`src/rtl/uart_pkg.sv`:
```
`timescale 1ns/1ps
`default_nettype none
// ============================================================================
// Module   : uart_pkg
// Purpose  : Shared types and helpers for the memory-mapped UART: bus op
//            codes, RX/TX state encodings, baud table and status bit map.
// Revision : 1.0 - initial release
// ============================================================================
package uart_pkg;

  typedef enum logic [1:0] {
    OP_NOP  = 2'b00,
    OP_CFG  = 2'b01,
    OP_POP  = 2'b10,
    OP_PUSH = 2'b11
  } op_e;

  typedef enum logic [2:0] {
    RX_IDLE   = 3'd0,
    RX_START  = 3'd1,
    RX_DATA   = 3'd2,
    RX_PARITY = 3'd3,
    RX_STOP   = 3'd4
  } rx_state_e;

  typedef enum logic [2:0] {
    TX_IDLE   = 3'd0,
    TX_START  = 3'd1,
    TX_DATA   = 3'd2,
    TX_PARITY = 3'd3,
    TX_STOP   = 3'd4
  } tx_state_e;

  // Bit positions inside the 8-bit status field
  localparam int STAT_OVR     = 7;
  localparam int STAT_FRM     = 6;
  localparam int STAT_PAR     = 5;
  localparam int STAT_IRQ_EN  = 4;
  localparam int STAT_SEL_LSB = 0;

  // Baud rate for a 4-bit select; codes above 7 fall back to 115200
  function automatic int unsigned baud_rate(input logic [3:0] sel);
    case (sel)
      4'd0:    return 9600;
      4'd1:    return 19200;
      4'd2:    return 38400;
      4'd3:    return 57600;
      4'd4:    return 115200;
      4'd5:    return 230400;
      4'd6:    return 460800;
      4'd7:    return 921600;
      default: return 115200;
    endcase
  endfunction

  // Clock cycles per bit, truncated; only ever called with constant arguments
  function automatic int unsigned baud_div(input int unsigned clk_freq, input logic [3:0] sel);
    return clk_freq / baud_rate(sel);
  endfunction

endpackage
`default_nettype wire

```
`src/rtl/uart_fifo.sv`:
```
`timescale 1ns/1ps
`default_nettype none
// ============================================================================
// Module   : uart_fifo
// Purpose  : Show-ahead synchronous FIFO with occupancy count. The head entry
//            is visible on rdata (zero when empty). A push while full is only
//            accepted when a pop happens in the same cycle.
// Revision : 1.0 - initial release
// ============================================================================
module uart_fifo #(
  parameter int WIDTH = 8,
  parameter int DEPTH = 16
) (
  input  logic                     clk,
  input  logic                     rst_n,
  input  logic                     push,
  input  logic [WIDTH-1:0]         wdata,
  input  logic                     pop,
  output logic [WIDTH-1:0]         rdata,
  output logic [$clog2(DEPTH):0]   count,
  output logic                     full,
  output logic                     empty
);

  localparam int AW = $clog2(DEPTH);

  logic [WIDTH-1:0] r_mem [DEPTH];
  logic [AW-1:0]    r_wr_ptr;
  logic [AW-1:0]    r_rd_ptr;
  logic [AW:0]      r_count;
  logic             w_do_push;
  logic             w_do_pop;

  assign empty     = (r_count == '0);
  assign full      = (r_count == (AW+1)'(DEPTH));
  assign w_do_pop  = pop & ~empty;
  assign w_do_push = push & (~full | w_do_pop);
  assign count     = r_count;
  assign rdata     = empty ? '0 : r_mem[r_rd_ptr];

  // Storage array: written on accepted push, no reset needed
  always_ff @(posedge clk) begin
    if (w_do_push) r_mem[r_wr_ptr] <= wdata;
  end

  // Pointers wrap naturally at the power-of-two depth; count tracks occupancy
  always_ff @(posedge clk or negedge rst_n) begin
    if (!rst_n) begin
      r_wr_ptr <= '0;
      r_rd_ptr <= '0;
      r_count  <= '0;
    end else begin
      if (w_do_push) r_wr_ptr <= r_wr_ptr + AW'(1);
      if (w_do_pop)  r_rd_ptr <= r_rd_ptr + AW'(1);
      case ({w_do_push, w_do_pop})
        2'b10:   r_count <= r_count + (AW+1)'(1);
        2'b01:   r_count <= r_count - (AW+1)'(1);
        default: r_count <= r_count;
      endcase
    end
  end

endmodule
`default_nettype wire

```
`src/rtl/uart_mmio.sv`:
```
`timescale 1ns/1ps
`default_nettype none
// ============================================================================
// Module   : uart_mmio
// Purpose  : 8-bit UART with op-coded register access, RX/TX FIFOs, eight
//            selectable baud rates, error flags and a level interrupt.
//            Optional parity is compiled in with UART_MMIO_PARITY_EN.
// Revision : 1.0 - initial release
// ============================================================================
module uart_mmio
  import uart_pkg::*;
#(
  parameter int unsigned CLK_FREQ         = 50000000,
  parameter int unsigned FIFO_DEPTH       = 16,
  parameter logic [3:0]  DEFAULT_BAUD_SEL = 4'd1
) (
  input  logic        clk,
  input  logic        rst_n,
  input  logic [1:0]  op,
  input  logic [31:0] wdata,
  output logic [31:0] rdata,
  input  logic        rx,
  output logic        tx,
  output logic        irq
);

  localparam int DIV_W = $clog2(CLK_FREQ / 9600 + 1);
  localparam int CW    = $clog2(FIFO_DEPTH) + 1;

  // ---------------- configuration ----------------
  logic [3:0]       r_baud_sel;
  logic             r_irq_en;
  logic             w_cfg_par_en;
  logic             w_cfg_par_odd;
  logic [DIV_W-1:0] w_cfg_div;
  logic [DIV_W-1:0] w_div_table [16];
  logic             w_clr_err;

  // Divisor for every select code is a synthesis-time constant
  for (genvar g = 0; g < 16; g++) begin : g_div_table
    assign w_div_table[g] = DIV_W'(baud_div(CLK_FREQ, 4'(g)));
  end
  assign w_cfg_div = w_div_table[r_baud_sel];
  assign w_clr_err = (op == OP_CFG) & wdata[7];

  // Baud select and interrupt enable written by op=01
  always_ff @(posedge clk or negedge rst_n) begin
    if (!rst_n) begin
      r_baud_sel <= DEFAULT_BAUD_SEL;
      r_irq_en   <= 1'b0;
    end else if (op == OP_CFG) begin
      r_baud_sel <= wdata[3:0];
      r_irq_en   <= wdata[4];
    end
  end

`ifdef UART_MMIO_PARITY_EN
  logic r_parity_en;
  logic r_parity_odd;
  // Parity mode written by op=01
  always_ff @(posedge clk or negedge rst_n) begin
    if (!rst_n) begin
      r_parity_en  <= 1'b0;
      r_parity_odd <= 1'b0;
    end else if (op == OP_CFG) begin
      r_parity_en  <= wdata[5];
      r_parity_odd <= wdata[6];
    end
  end
  assign w_cfg_par_en  = r_parity_en;
  assign w_cfg_par_odd = r_parity_odd;
`else
  assign w_cfg_par_en  = 1'b0;
  assign w_cfg_par_odd = 1'b0;
`endif

  // ---------------- FIFOs ----------------
  logic [7:0]    w_tx_head;
  logic [7:0]    w_rx_head;
  logic [CW-1:0] w_tx_count;
  logic [CW-1:0] w_rx_count;
  logic          w_tx_full, w_tx_empty, w_rx_full, w_rx_empty;
  logic          w_tx_pop;
  logic          r_rx_wr;
  logic [7:0]    r_rx_shift;

  uart_fifo #(.WIDTH(8), .DEPTH(FIFO_DEPTH)) u_tx_fifo (
    .clk   (clk),
    .rst_n (rst_n),
    .push  (op == OP_PUSH),
    .wdata (wdata[7:0]),
    .pop   (w_tx_pop),
    .rdata (w_tx_head),
    .count (w_tx_count),
    .full  (w_tx_full),
    .empty (w_tx_empty)
  );

  uart_fifo #(.WIDTH(8), .DEPTH(FIFO_DEPTH)) u_rx_fifo (
    .clk   (clk),
    .rst_n (rst_n),
    .push  (r_rx_wr),
    .wdata (r_rx_shift),
    .pop   (op == OP_POP),
    .rdata (w_rx_head),
    .count (w_rx_count),
    .full  (w_rx_full),
    .empty (w_rx_empty)
  );

  // ---------------- transmitter ----------------
  tx_state_e        r_tx_state, w_tx_state_nx;
  logic [DIV_W-1:0] r_tx_cnt, w_tx_cnt_nx;
  logic [DIV_W-1:0] r_tx_div, w_tx_div_nx;
  logic [2:0]       r_tx_bit, w_tx_bit_nx;
  logic [7:0]       r_tx_shift, w_tx_shift_nx;
  logic             r_tx_par_en, w_tx_par_en_nx;
  logic             r_tx_par, w_tx_par_nx;
  logic             r_tx, w_tx_line;
  logic             w_tx_tick, w_tx_load;

  assign w_tx_tick = (r_tx_cnt == r_tx_div - DIV_W'(1));
  assign tx        = r_tx;

  // TX state and datapath registers; the line output is registered so it
  // switches exactly on the bit boundary and goes high at once on reset
  always_ff @(posedge clk or negedge rst_n) begin
    if (!rst_n) begin
      r_tx_state  <= TX_IDLE;
      r_tx_cnt    <= '0;
      r_tx_div    <= '0;
      r_tx_bit    <= '0;
      r_tx_shift  <= '0;
      r_tx_par_en <= 1'b0;
      r_tx_par    <= 1'b0;
      r_tx        <= 1'b1;
    end else begin
      r_tx_state  <= w_tx_state_nx;
      r_tx_cnt    <= w_tx_cnt_nx;
      r_tx_div    <= w_tx_div_nx;
      r_tx_bit    <= w_tx_bit_nx;
      r_tx_shift  <= w_tx_shift_nx;
      r_tx_par_en <= w_tx_par_en_nx;
      r_tx_par    <= w_tx_par_nx;
      r_tx        <= w_tx_line;
    end
  end

  // TX next state: a new frame is loaded from IDLE or straight out of STOP
  always_comb begin
    w_tx_state_nx  = r_tx_state;
    w_tx_cnt_nx    = r_tx_cnt + DIV_W'(1);
    w_tx_div_nx    = r_tx_div;
    w_tx_bit_nx    = r_tx_bit;
    w_tx_shift_nx  = r_tx_shift;
    w_tx_par_en_nx = r_tx_par_en;
    w_tx_par_nx    = r_tx_par;
    w_tx_load      = 1'b0;
    w_tx_pop       = 1'b0;
    w_tx_line      = 1'b1;
    case (r_tx_state)
      TX_IDLE: begin
        w_tx_cnt_nx = '0;
        w_tx_load   = ~w_tx_empty;
      end
      TX_START: if (w_tx_tick) begin
        w_tx_cnt_nx   = '0;
        w_tx_bit_nx   = '0;
        w_tx_state_nx = TX_DATA;
      end
      TX_DATA: if (w_tx_tick) begin
        w_tx_cnt_nx   = '0;
        w_tx_shift_nx = {1'b0, r_tx_shift[7:1]};
        w_tx_bit_nx   = r_tx_bit + 3'd1;
        if (r_tx_bit == 3'd7) w_tx_state_nx = r_tx_par_en ? TX_PARITY : TX_STOP;
      end
      TX_PARITY: if (w_tx_tick) begin
        w_tx_cnt_nx   = '0;
        w_tx_state_nx = TX_STOP;
      end
      TX_STOP: if (w_tx_tick) begin
        w_tx_cnt_nx   = '0;
        w_tx_state_nx = TX_IDLE;
        w_tx_load     = ~w_tx_empty;
      end
      default: w_tx_state_nx = TX_IDLE;
    endcase
    if (w_tx_load) begin
      w_tx_pop       = 1'b1;
      w_tx_state_nx  = TX_START;
      w_tx_cnt_nx    = '0;
      w_tx_shift_nx  = w_tx_head;
      w_tx_div_nx    = w_cfg_div;
      w_tx_par_en_nx = w_cfg_par_en;
      w_tx_par_nx    = (^w_tx_head) ^ w_cfg_par_odd;
    end
    case (w_tx_state_nx)
      TX_START:  w_tx_line = 1'b0;
      TX_DATA:   w_tx_line = w_tx_shift_nx[0];
      TX_PARITY: w_tx_line = w_tx_par_nx;
      default:   w_tx_line = 1'b1;
    endcase
  end

  // ---------------- receiver ----------------
  rx_state_e        r_rx_state, w_rx_state_nx;
  logic [DIV_W-1:0] r_rx_cnt, w_rx_cnt_nx;
  logic [DIV_W-1:0] r_rx_div, w_rx_div_nx;
  logic [2:0]       r_rx_bit, w_rx_bit_nx;
  logic [7:0]       w_rx_shift_nx;
  logic             r_rx_par_en, w_rx_par_en_nx;
  logic             r_rx_par_odd, w_rx_par_odd_nx;
  logic             r_rx_par_err, w_rx_par_err_nx;
  logic             r_rx_brk, w_rx_brk_nx;
  logic             w_rx_wr_nx;
  logic             r_rx_s1, r_rx_s2, r_rx_prev;
  logic             w_rx_fall, w_rx_tick, w_rx_half;
  logic             w_rx_set_frm, w_rx_set_par;

  assign w_rx_fall = r_rx_prev & ~r_rx_s2;
  assign w_rx_tick = (r_rx_cnt == r_rx_div - DIV_W'(1));
  assign w_rx_half = (r_rx_cnt == (r_rx_div >> 1) - DIV_W'(1));

  // Two-flop synchroniser plus one delayed copy for falling-edge detection
  always_ff @(posedge clk or negedge rst_n) begin
    if (!rst_n) begin
      r_rx_s1   <= 1'b1;
      r_rx_s2   <= 1'b1;
      r_rx_prev <= 1'b1;
    end else begin
      r_rx_s1   <= rx;
      r_rx_s2   <= r_rx_s1;
      r_rx_prev <= r_rx_s2;
    end
  end

  // RX state and datapath registers
  always_ff @(posedge clk or negedge rst_n) begin
    if (!rst_n) begin
      r_rx_state   <= RX_IDLE;
      r_rx_cnt     <= '0;
      r_rx_div     <= '0;
      r_rx_bit     <= '0;
      r_rx_shift   <= '0;
      r_rx_par_en  <= 1'b0;
      r_rx_par_odd <= 1'b0;
      r_rx_par_err <= 1'b0;
      r_rx_brk     <= 1'b0;
      r_rx_wr      <= 1'b0;
    end else begin
      r_rx_state   <= w_rx_state_nx;
      r_rx_cnt     <= w_rx_cnt_nx;
      r_rx_div     <= w_rx_div_nx;
      r_rx_bit     <= w_rx_bit_nx;
      r_rx_shift   <= w_rx_shift_nx;
      r_rx_par_en  <= w_rx_par_en_nx;
      r_rx_par_odd <= w_rx_par_odd_nx;
      r_rx_par_err <= w_rx_par_err_nx;
      r_rx_brk     <= w_rx_brk_nx;
      r_rx_wr      <= w_rx_wr_nx;
    end
  end

  // RX next state: mid-bit sampling; a low stop bit holds in STOP until idle
  always_comb begin
    w_rx_state_nx   = r_rx_state;
    w_rx_cnt_nx     = r_rx_cnt + DIV_W'(1);
    w_rx_div_nx     = r_rx_div;
    w_rx_bit_nx     = r_rx_bit;
    w_rx_shift_nx   = r_rx_shift;
    w_rx_par_en_nx  = r_rx_par_en;
    w_rx_par_odd_nx = r_rx_par_odd;
    w_rx_par_err_nx = r_rx_par_err;
    w_rx_brk_nx     = r_rx_brk;
    w_rx_wr_nx      = 1'b0;
    w_rx_set_frm    = 1'b0;
    w_rx_set_par    = 1'b0;
    case (r_rx_state)
      RX_IDLE: begin
        w_rx_cnt_nx = '0;
        if (w_rx_fall) begin
          w_rx_state_nx   = RX_START;
          w_rx_div_nx     = w_cfg_div;
          w_rx_par_en_nx  = w_cfg_par_en;
          w_rx_par_odd_nx = w_cfg_par_odd;
          w_rx_par_err_nx = 1'b0;
          w_rx_brk_nx     = 1'b0;
        end
      end
      RX_START: if (w_rx_half) begin
        w_rx_cnt_nx   = '0;
        w_rx_bit_nx   = '0;
        w_rx_state_nx = r_rx_s2 ? RX_IDLE : RX_DATA;
      end
      RX_DATA: if (w_rx_tick) begin
        w_rx_cnt_nx   = '0;
        w_rx_shift_nx = {r_rx_s2, r_rx_shift[7:1]};
        w_rx_bit_nx   = r_rx_bit + 3'd1;
        if (r_rx_bit == 3'd7) w_rx_state_nx = r_rx_par_en ? RX_PARITY : RX_STOP;
      end
      RX_PARITY: if (w_rx_tick) begin
        w_rx_cnt_nx     = '0;
        w_rx_par_err_nx = r_rx_s2 ^ (^r_rx_shift) ^ r_rx_par_odd;
        w_rx_state_nx   = RX_STOP;
      end
      RX_STOP: begin
        if (r_rx_brk) begin
          w_rx_cnt_nx = '0;
          if (r_rx_s2) w_rx_state_nx = RX_IDLE;
        end else if (w_rx_tick) begin
          w_rx_cnt_nx = '0;
          if (!r_rx_s2) begin
            w_rx_set_frm = 1'b1;
            w_rx_brk_nx  = 1'b1;
          end else if (r_rx_par_err) begin
            w_rx_set_par  = 1'b1;
            w_rx_state_nx = RX_IDLE;
          end else begin
            w_rx_wr_nx    = 1'b1;
            w_rx_state_nx = RX_IDLE;
          end
        end
      end
      default: w_rx_state_nx = RX_IDLE;
    endcase
  end

  // ---------------- errors, status, interrupt ----------------
  logic       r_err_ovr, r_err_frm, w_err_par, r_irq;
  logic       w_set_ovr;
  logic [7:0] w_status;

  // A write into a full RX FIFO with no simultaneous pop is an overrun
  assign w_set_ovr = r_rx_wr & w_rx_full & (op != OP_POP);

  // Sticky error flags; a new event in the clearing cycle is kept
  always_ff @(posedge clk or negedge rst_n) begin
    if (!rst_n) begin
      r_err_ovr <= 1'b0;
      r_err_frm <= 1'b0;
    end else begin
      if (w_clr_err) begin
        r_err_ovr <= 1'b0;
        r_err_frm <= 1'b0;
      end
      if (w_set_ovr)    r_err_ovr <= 1'b1;
      if (w_rx_set_frm) r_err_frm <= 1'b1;
    end
  end

`ifdef UART_MMIO_PARITY_EN
  logic r_err_par;
  // Sticky parity error flag
  always_ff @(posedge clk or negedge rst_n) begin
    if (!rst_n) begin
      r_err_par <= 1'b0;
    end else begin
      if (w_clr_err)    r_err_par <= 1'b0;
      if (w_rx_set_par) r_err_par <= 1'b1;
    end
  end
  assign w_err_par = r_err_par;
  logic w_unused;
  assign w_unused = ^{wdata[31:8], w_tx_full, w_rx_empty};
`else
  assign w_err_par = 1'b0;
  logic w_unused;
  assign w_unused = ^{wdata[31:8], wdata[6:5], w_tx_full, w_rx_empty, w_rx_set_par};
`endif

  // Status byte assembly
  always_comb begin
    w_status                       = '0;
    w_status[STAT_OVR]             = r_err_ovr;
    w_status[STAT_FRM]             = r_err_frm;
    w_status[STAT_PAR]             = w_err_par;
    w_status[STAT_IRQ_EN]          = r_irq_en;
    w_status[STAT_SEL_LSB +: 4]    = r_baud_sel;
  end

  assign rdata = {w_status, w_rx_head, 8'(w_tx_count), 8'(w_rx_count)};

  // Registered interrupt: pending RX data or any error, gated by enable
  always_ff @(posedge clk or negedge rst_n) begin
    if (!rst_n) r_irq <= 1'b0;
    else        r_irq <= r_irq_en & ((w_rx_count != '0) | r_err_ovr | r_err_frm | w_err_par);
  end
  assign irq = r_irq;

endmodule
`default_nettype wire
```
`config.mk`:
```
export PLATFORM = sky130hd
export DESIGN_NAME = uart_mmio
export DESIGN_NICKNAME = d
export VERILOG_FILES = /design/src/rtl/uart_pkg.sv /design/src/rtl/uart_fifo.sv /design/src/rtl/uart_mmio.sv
export SDC_FILE = /design/constraint.sdc
export NUM_CORES = 1
export LEC_CHECK = 0
export ABC_CLOCK_PERIOD_IN_PS = 6200
export CAP_MARGIN = 0
export CORE_MARGIN = 10
export CORE_UTILIZATION = 55
export CTS_CLUSTER_SIZE = 24
export DETAILED_ROUTE_END_ITERATION = 8
export DONT_BUFFER_PORTS = 1
export GPL_TIMING_DRIVEN = 1
export HOLD_SLACK_MARGIN = 0.1
export PLACE_DENSITY_LB_ADDON = 0.3
export SLEW_MARGIN = 20
export SYNTH_ARGS = -nofsm -noshare
export SYNTH_HDL_FRONTEND = slang
export SYNTH_SLANG_ARGS = --single-unit
```
`constraint.sdc`:
```
create_clock -name clk -period 6.2 [get_ports clk]
set_input_delay 0.93 -clock clk [delete_from_list [all_inputs] [get_ports clk]]
set_output_delay 0.93 -clock clk [all_outputs]
set_load 0.01 [all_outputs]
```
; ---- Word-level counts from Yosys, hierarchy flattened
; Memory sizes are Yosys's and may differ from the RTL's.
; Cells that the tools add are included.
; W data, S select, Z words.
[totals]
register_bits = 122
mem_bits_rw = 256
rom_bits = 208
in_bits = 37
output_inout_bits = 34
word_cells = 195
memories = 3
[op_classes]
addsub = 15
n_lt_le_gt_ge = 1
n_eq_ne = 34
mux = 65
bitwise = 20
n_reduce_logical = 27
[memory_table]
columns = name, words, width, rd, rd_ports_with_merged_regs, write_ports, line
row1 = (no name shown), 16, 13, 1, 0, 0, uart_mmio.sv:43  ; assign w_cfg_div = w_div_table[r_baud_sel];
row2 = u_rx_fifo.r_mem, 16, 8, 1, 0, 1, uart_fifo.sv:27  ; logic [WIDTH-1:0] r_mem [DEPTH];
row3 = u_tx_fifo.r_mem, 16, 8, 1, 0, 1, uart_fifo.sv:27
[op_table]
columns = cell, count
row1 = $mux W13, 7
row2 = $mux W3, 18
row3 = $pmux W13 S4, 1
row4 = $mux W8, 5
row5 = $eq A13 B13 Y1, 3
row6 = $pmux W3 S5, 2
row7 = $add A13 B1 Y13 const B, 2
row8 = $pmux W13 S2, 1
row9 = $sub A13 B1 Y13 const B, 2
row10 = $mux W1, 22
row11 = $pmux W5 S2, 2
row12 = $reduce_bool A2 Y1, 10
row13 = $eq A3 B2 Y1 const B, 6
row14 = $add A4 B1 Y4 const B, 4
row15 = $ne A2 B2 Y1 const B, 8
row16 = $reduce_xor A8 Y1, 2
row17 = $sub A12 B1 Y13 const B, 1
row18 = $eq A3 B3 Y1 const B, 4
row19 = $pmux W3 S2, 2
row20 = $add A5 B1 Y5 const B, 2
row21 = $eq A5 B5 Y1 const B, 2
row22 = $logic_not A5 Y1, 2
row23 = $sub A5 B1 Y5 const B, 2
row24 = $and A1 B1 Y1, 9
row25 = other kinds (20), 43

; ---- Logic depth before layout (Yosys ltp)
[depth]
word_depth = 10
ltp_mapped = 19

; ---- Cells and area by module
; From an unflattened synthesis, not the netlist that was laid out.
[hier_totals]
hier_cells = 1193
hier_area_um2 = 17621.9
[modules_own_cells]
columns = mod, instances, cells_per_inst, area_per_inst_um2, seq_area_each_um2
row1 = uart_fifo, 2, 302, 5878.1, 4169.0
row2 = uart_mmio, 1, 589, 5865.6, 2408.6

; ---- Worst setup path before layout
; OpenSTA, ideal clock, no wires.
[synth_timing]
path_kind = register -> register
start = register r_tx_div[0]
end = register u_tx_fifo.r_count[4] (netlist: u_tx_fifo.count[4])
setup_ns = 0.132
t_arrival_ns = 4.075
required_time_ns = 6.068
path_slack_ns = 1.993
stages_incl_launch_ff = 20
path_buffers = 2
synth_period_minus_slack_ns = 4.207
cell_sequence = dfrtp_1 inv_1 ha_1 or4b_1 nor2_1 xnor2_1 a2111oi_0 nand4_1 clkbuf_1 a21oi_1 clkbuf_1 nand2_1 inv_1 ha_1 a21o_1 a21oi_1 nand2_1 a211oi_1 a31o_2 a21oi_1
[synth_between]
elab_chain_len = 10
elab_cells_between_ends = 12
[synth_rtl]
columns = item, line
row1 = "start, declared", uart_mmio.sv:114  ; logic [DIV_W-1:0] r_tx_div, w_tx_div_nx;
row2 = "start signal, assigned", uart_mmio.sv:140  ; r_tx_div <= w_tx_div_nx;
row3 = $sub A13 B1 Y13 (*), uart_mmio.sv:122  ; assign w_tx_tick = (r_tx_cnt == r_tx_div - DIV_W'(1));
row4 = $eq A13 B13 Y1 (*), uart_mmio.sv:122
row5 = $mux W1 (*), uart_mmio.sv:181  ; TX_STOP: if (w_tx_tick) begin
row6 = $pmux W1 S2 (*), uart_mmio.sv:161  ; case (r_tx_state)
row7 = $mux W1 (*), uart_mmio.sv:188  ; if (w_tx_load) begin
row8 = $and A1 B1 Y1 (*), uart_fifo.sv:36  ; assign w_do_pop = pop & ~empty;
row9 = $or A1 B1 Y1, uart_fifo.sv:37  ; assign w_do_push = push & (~full | w_do_pop);
row10 = $and A1 B1 Y1, uart_fifo.sv:37
row11 = $eq A2 B1 Y1 / $eq A2 B2 Y1 (equally long branches), uart_fifo.sv:55  ; case ({w_do_push, w_do_pop})
row12 = $pmux W5 S2 / $reduce_bool A2 Y1 (equally long branches), n/a
row13 = "end signal, assigned", uart_fifo.sv:56  ; 2'b10: r_count <= r_count + (AW+1)'(1);
row14 = "end signal, assigned", uart_fifo.sv:57  ; 2'b01: r_count <= r_count - (AW+1)'(1);
row15 = "end signal, assigned", uart_fifo.sv:58  ; default: r_count <= r_count;
row16 = "end, declared", uart_fifo.sv:30  ; logic [AW:0] r_count;
; Every way passes the cells marked *; elsewhere a longest branch is shown, timed or not.
; A chain may end at the register's enable or synchronous reset.

; ---- Final worst setup path
; Same ends and word-level chain as after synthesis.

==> impl_results.md <==
- Worst setup slack after placement: 1690 ps
- Clock H-tree levels: 2
- Tcrit/Tclk final: 0.728
- Post-DRT Antenna Nets: 0
- Largest net degree at the start of global routing: 118
- Vias post-DR: 9,631
- Crit-path cells: inv_1 -> ha_1 -> or4b_1 -> nor2_1 -> xnor2_1 -> a2111oi_0 -> nand4_1 -> a21oi_1 -> nand2_1 -> inv_1 -> ha_1 -> a21o_1 -> a21oi_1 -> nand2_1 -> a211oi_1 -> a31o_2 -> a21oi_1
- Wirelength per Cell: 20.4 microns
- CP most frequent cell: a21oi_1
- Post-layout worst setup margin: 1680 ps
- Die area: 38,700 sq um
- Share of Yosys cell area claimed by the top area cell type: 0.448
- Mapped Avg Cell Area: 13.9 sq um
- Dpl cells: 1,573
- Area Overhead vs Synth: 9.26%
- Grt total ovfl: 0
- Buffer count from post-CTS setup fixing: 0
- Via-per-instance ratio: 5.86
- Reg2Reg Depth: 17
- R2R Setup Slk: 1680 ps
- Num rows: 64
- Max cap viols: 0
- Post-layout instance area: 18,700 sq um
- Max Slew Vio Count: 0
- Synth Register Bits: 378
- Cell taking the most area after synthesis: edfxtp_1
- CP max stage cell: or4b_1
- Post-CTS sizing: 0
- Worst Tran Pin Value: 1020 ps
- Initial antenna violation count: 0
- CTS tree: built
- Final nets: 1,289
- Synth Warn #: 0
- Met1 Use GR: 0.237
- Initial Utilization: 0.559
- First-pass GRT wire length: 53.9 mm
- Worst slew margin: 0.318
- Port Buffer Count: 0
- CP arrival: 4910 ps
- Die Ht: 197 microns
- Leading cell type by number of instances after synthesis: edfxtp_1
- HPWL after DPL: 21.6 mm
- Initial DRC count: 800
- Largest stage delay, worst path: 540 ps
- I/O Pins: 71
- Reg2reg end: u_tx_fifo.count[4]
- Share of cells above drive strength 1: 0.147
- Final core utilization: 0.611
- Final wirelength: 33.5 mm
- Gr usage total: 0.173
- Leading cell types by count after synthesis: edfxtp_1 (256), dfrtp_1 (117), nand2_1 (111), nor2_1 (70), xnor2_1 (62)
- CP endpoint kind: flop
- Synthesized area: 17,200 sq um
- Post-synthesis async set-or-reset flop share: 0.323
- Unique masters post-synth: 74
- Routability cong.: 0.827
- TritonCTS buffer count: 39
- Required @ worst endpoint: 6600 ps
- Period minus WS final: 4520 ps
- Max IR drop VDD: 0.357 mV
- Ant. Diodes: 0
- Pwr dens: 421 nW/um^2
- CTS sink cnt: 378
- Pre-antenna DRT Iters: 5
- Fmax: 221 MHz
- Ys flop type: edfxtp_1
- R2R Path Start: r_tx_div[0]
- Final Hold Vio Count: 0
- Clock buffer depth: 3
- Synth area leaders: edfxtp_1 (45%), dfrtp_1 (17%), mux4_2 (7.5%)
- Met2 Track Usage GR: 0.276
- Seq/Total Area, Yosys: 0.626
- Core area: 30,700 sq um
- Crit path kind: reg -> reg
- Number of global-route vias before repair: 9,682
- Cells after Synth: 1,233
- Startpoint types: flop
- RSZ-0062 raised after global routing: no
- GR peak layer: met2
- Clk_lat worst skew: 540 ps
- Die X: 197 microns
- Met3 Resource Use GR: 0.0333
- Post-synth EDFFs: 256
- Static leakage: 7.04 nW
- Clock slew at reported path FFs: 60 ps
- Final cell count without fillers: 1,644
- Clock Skews: 23.9 ps
- Outcome: completed
- DRC errors left: 0
- Hold/Removal Path Class: in -> async
- Root Buffer: clkbuf_16
- Worst-path maximum fanout: 13
- Final setup vio count: 0
- TNS Setup: 0 ps
- Dpl cell area: 17,400 sq um
cell families after synthesis:
kind of cell / Yosys count / share of synthesized area
AO/OA/AOI/OAI: 151 / 0.0588
XOR/XNOR: 103 / 0.0526
adder cells (fa/ha/maj): 34 / 0.0255
buffers and inverters: 109 / 0.0281
flip-flops: 378 / 0.626
multiplexers: 112 / 0.108
other: 1 / 0.000219
AND/OR/NAND/NOR: 345 / 0.100
sequential cells by signal (all words and copies together), names as in the netlist, 3 cells and up:
register	cells
r_tx_cnt	13
u_rx_fifo.count	5
r_rx_div	13
r_tx_bit	3
r_rx_cnt	13
r_rx_state	3
u_rx_fifo.r_wr_ptr	4
u_rx_fifo.r_mem	128
r_baud_sel	4
r_rx_bit	3
r_tx_div	13
u_tx_fifo.r_mem	128
r_tx_shift	8
u_tx_fifo.r_wr_ptr	4
r_tx_state	3
r_rx_shift	8
u_tx_fifo.r_rd_ptr	4
u_rx_fifo.r_rd_ptr	4
u_tx_fifo.count	5
per-stage QoR:
stage          total power (W)  hold slack [ps]
2_1_floorplan          0.00515              345
6_report               0.00790              243
3_3_place_gp           0.00555              376
5_1_grt                0.00835              214
4_1_cts                0.00797              219
3_5_place_dp           0.00560              373
critical path: cells and delay by family (launching register included):
family,cells,cell delay [ps]
xor+xnor,1,80
flops,1,430
simple gates,5,1420
buf+inv,2,230
fa+ha+maj,2,470
compound gates,7,1740
per-layer routing:
metal	share of wire	vias up	wire, microns
met5	0	-	0
met4	0.024	0	793
met3	0.056	51	1860
met2	0.48	224	16100
met1	0.44	4841	14800
li1	-	4515	-
layout by cell type, fill, tap and decap left out, types with 15 or more instances in the layout:
cell and instances:
ha_1 31, mux4_2 57, nor2_1 70, nand3_1 36
nor2b_1 18, edfxtp_1 256, xnor2_1 62, a221oi_1 15
dfrtp_1 114, o21ai_0 59, inv_1 36, a21oi_1 16
mux2i_1 41, and3_1 15, clkbuf_16 39, nand2_1 111
xor2_1 41
worst max path at each step:
stage               depth (start not counted)            endpoint  slack [ps]        start
floorplan                                  19  u_tx_fifo.count[4]        1990  r_tx_div[0]
detailed placement                         17  u_tx_fifo.count[4]        1690  r_tx_div[0]
global route                               17  u_tx_fifo.count[4]        1120  r_tx_div[0]
global placement                           17  u_tx_fifo.count[4]        1740  r_tx_div[0]
finish                                     17  u_tx_fifo.count[4]        1680  r_tx_div[0]
CTS                                        17  u_tx_fifo.count[4]        1670  r_tx_div[0]
where the power goes:
| part | leakage, nW | internal (W) | switching (W) |
|---|---|---|---|
| Combinational | 2.49 | 0.00102 | 0.00109 |
| Sequential | 3.92 | 0.00296 | 0.000494 |
| Clock | 0.629 | 0.00137 | 0.000958 |
area by class of cell:
class | count | area [sq um]
Fill cell | 2282 | 11900
Inverter | 36 | 135
Clock inverter | 20 | 245
Tap cell | 396 | 495
Timing Repair Buffer | 12 | 110
Sequential cell | 378 | 10800
Multi-Input combinational cell | 752 | 5960
Clock buffer | 50 | 1050
timing repair:
action                                 in CTS  in global routing
setup endpoints to repair                   0                  0
endpoints found under the hold margin     117                  0
hold buffers                                1                  0
Note: power is estimated with default switching activity, not from simulation.
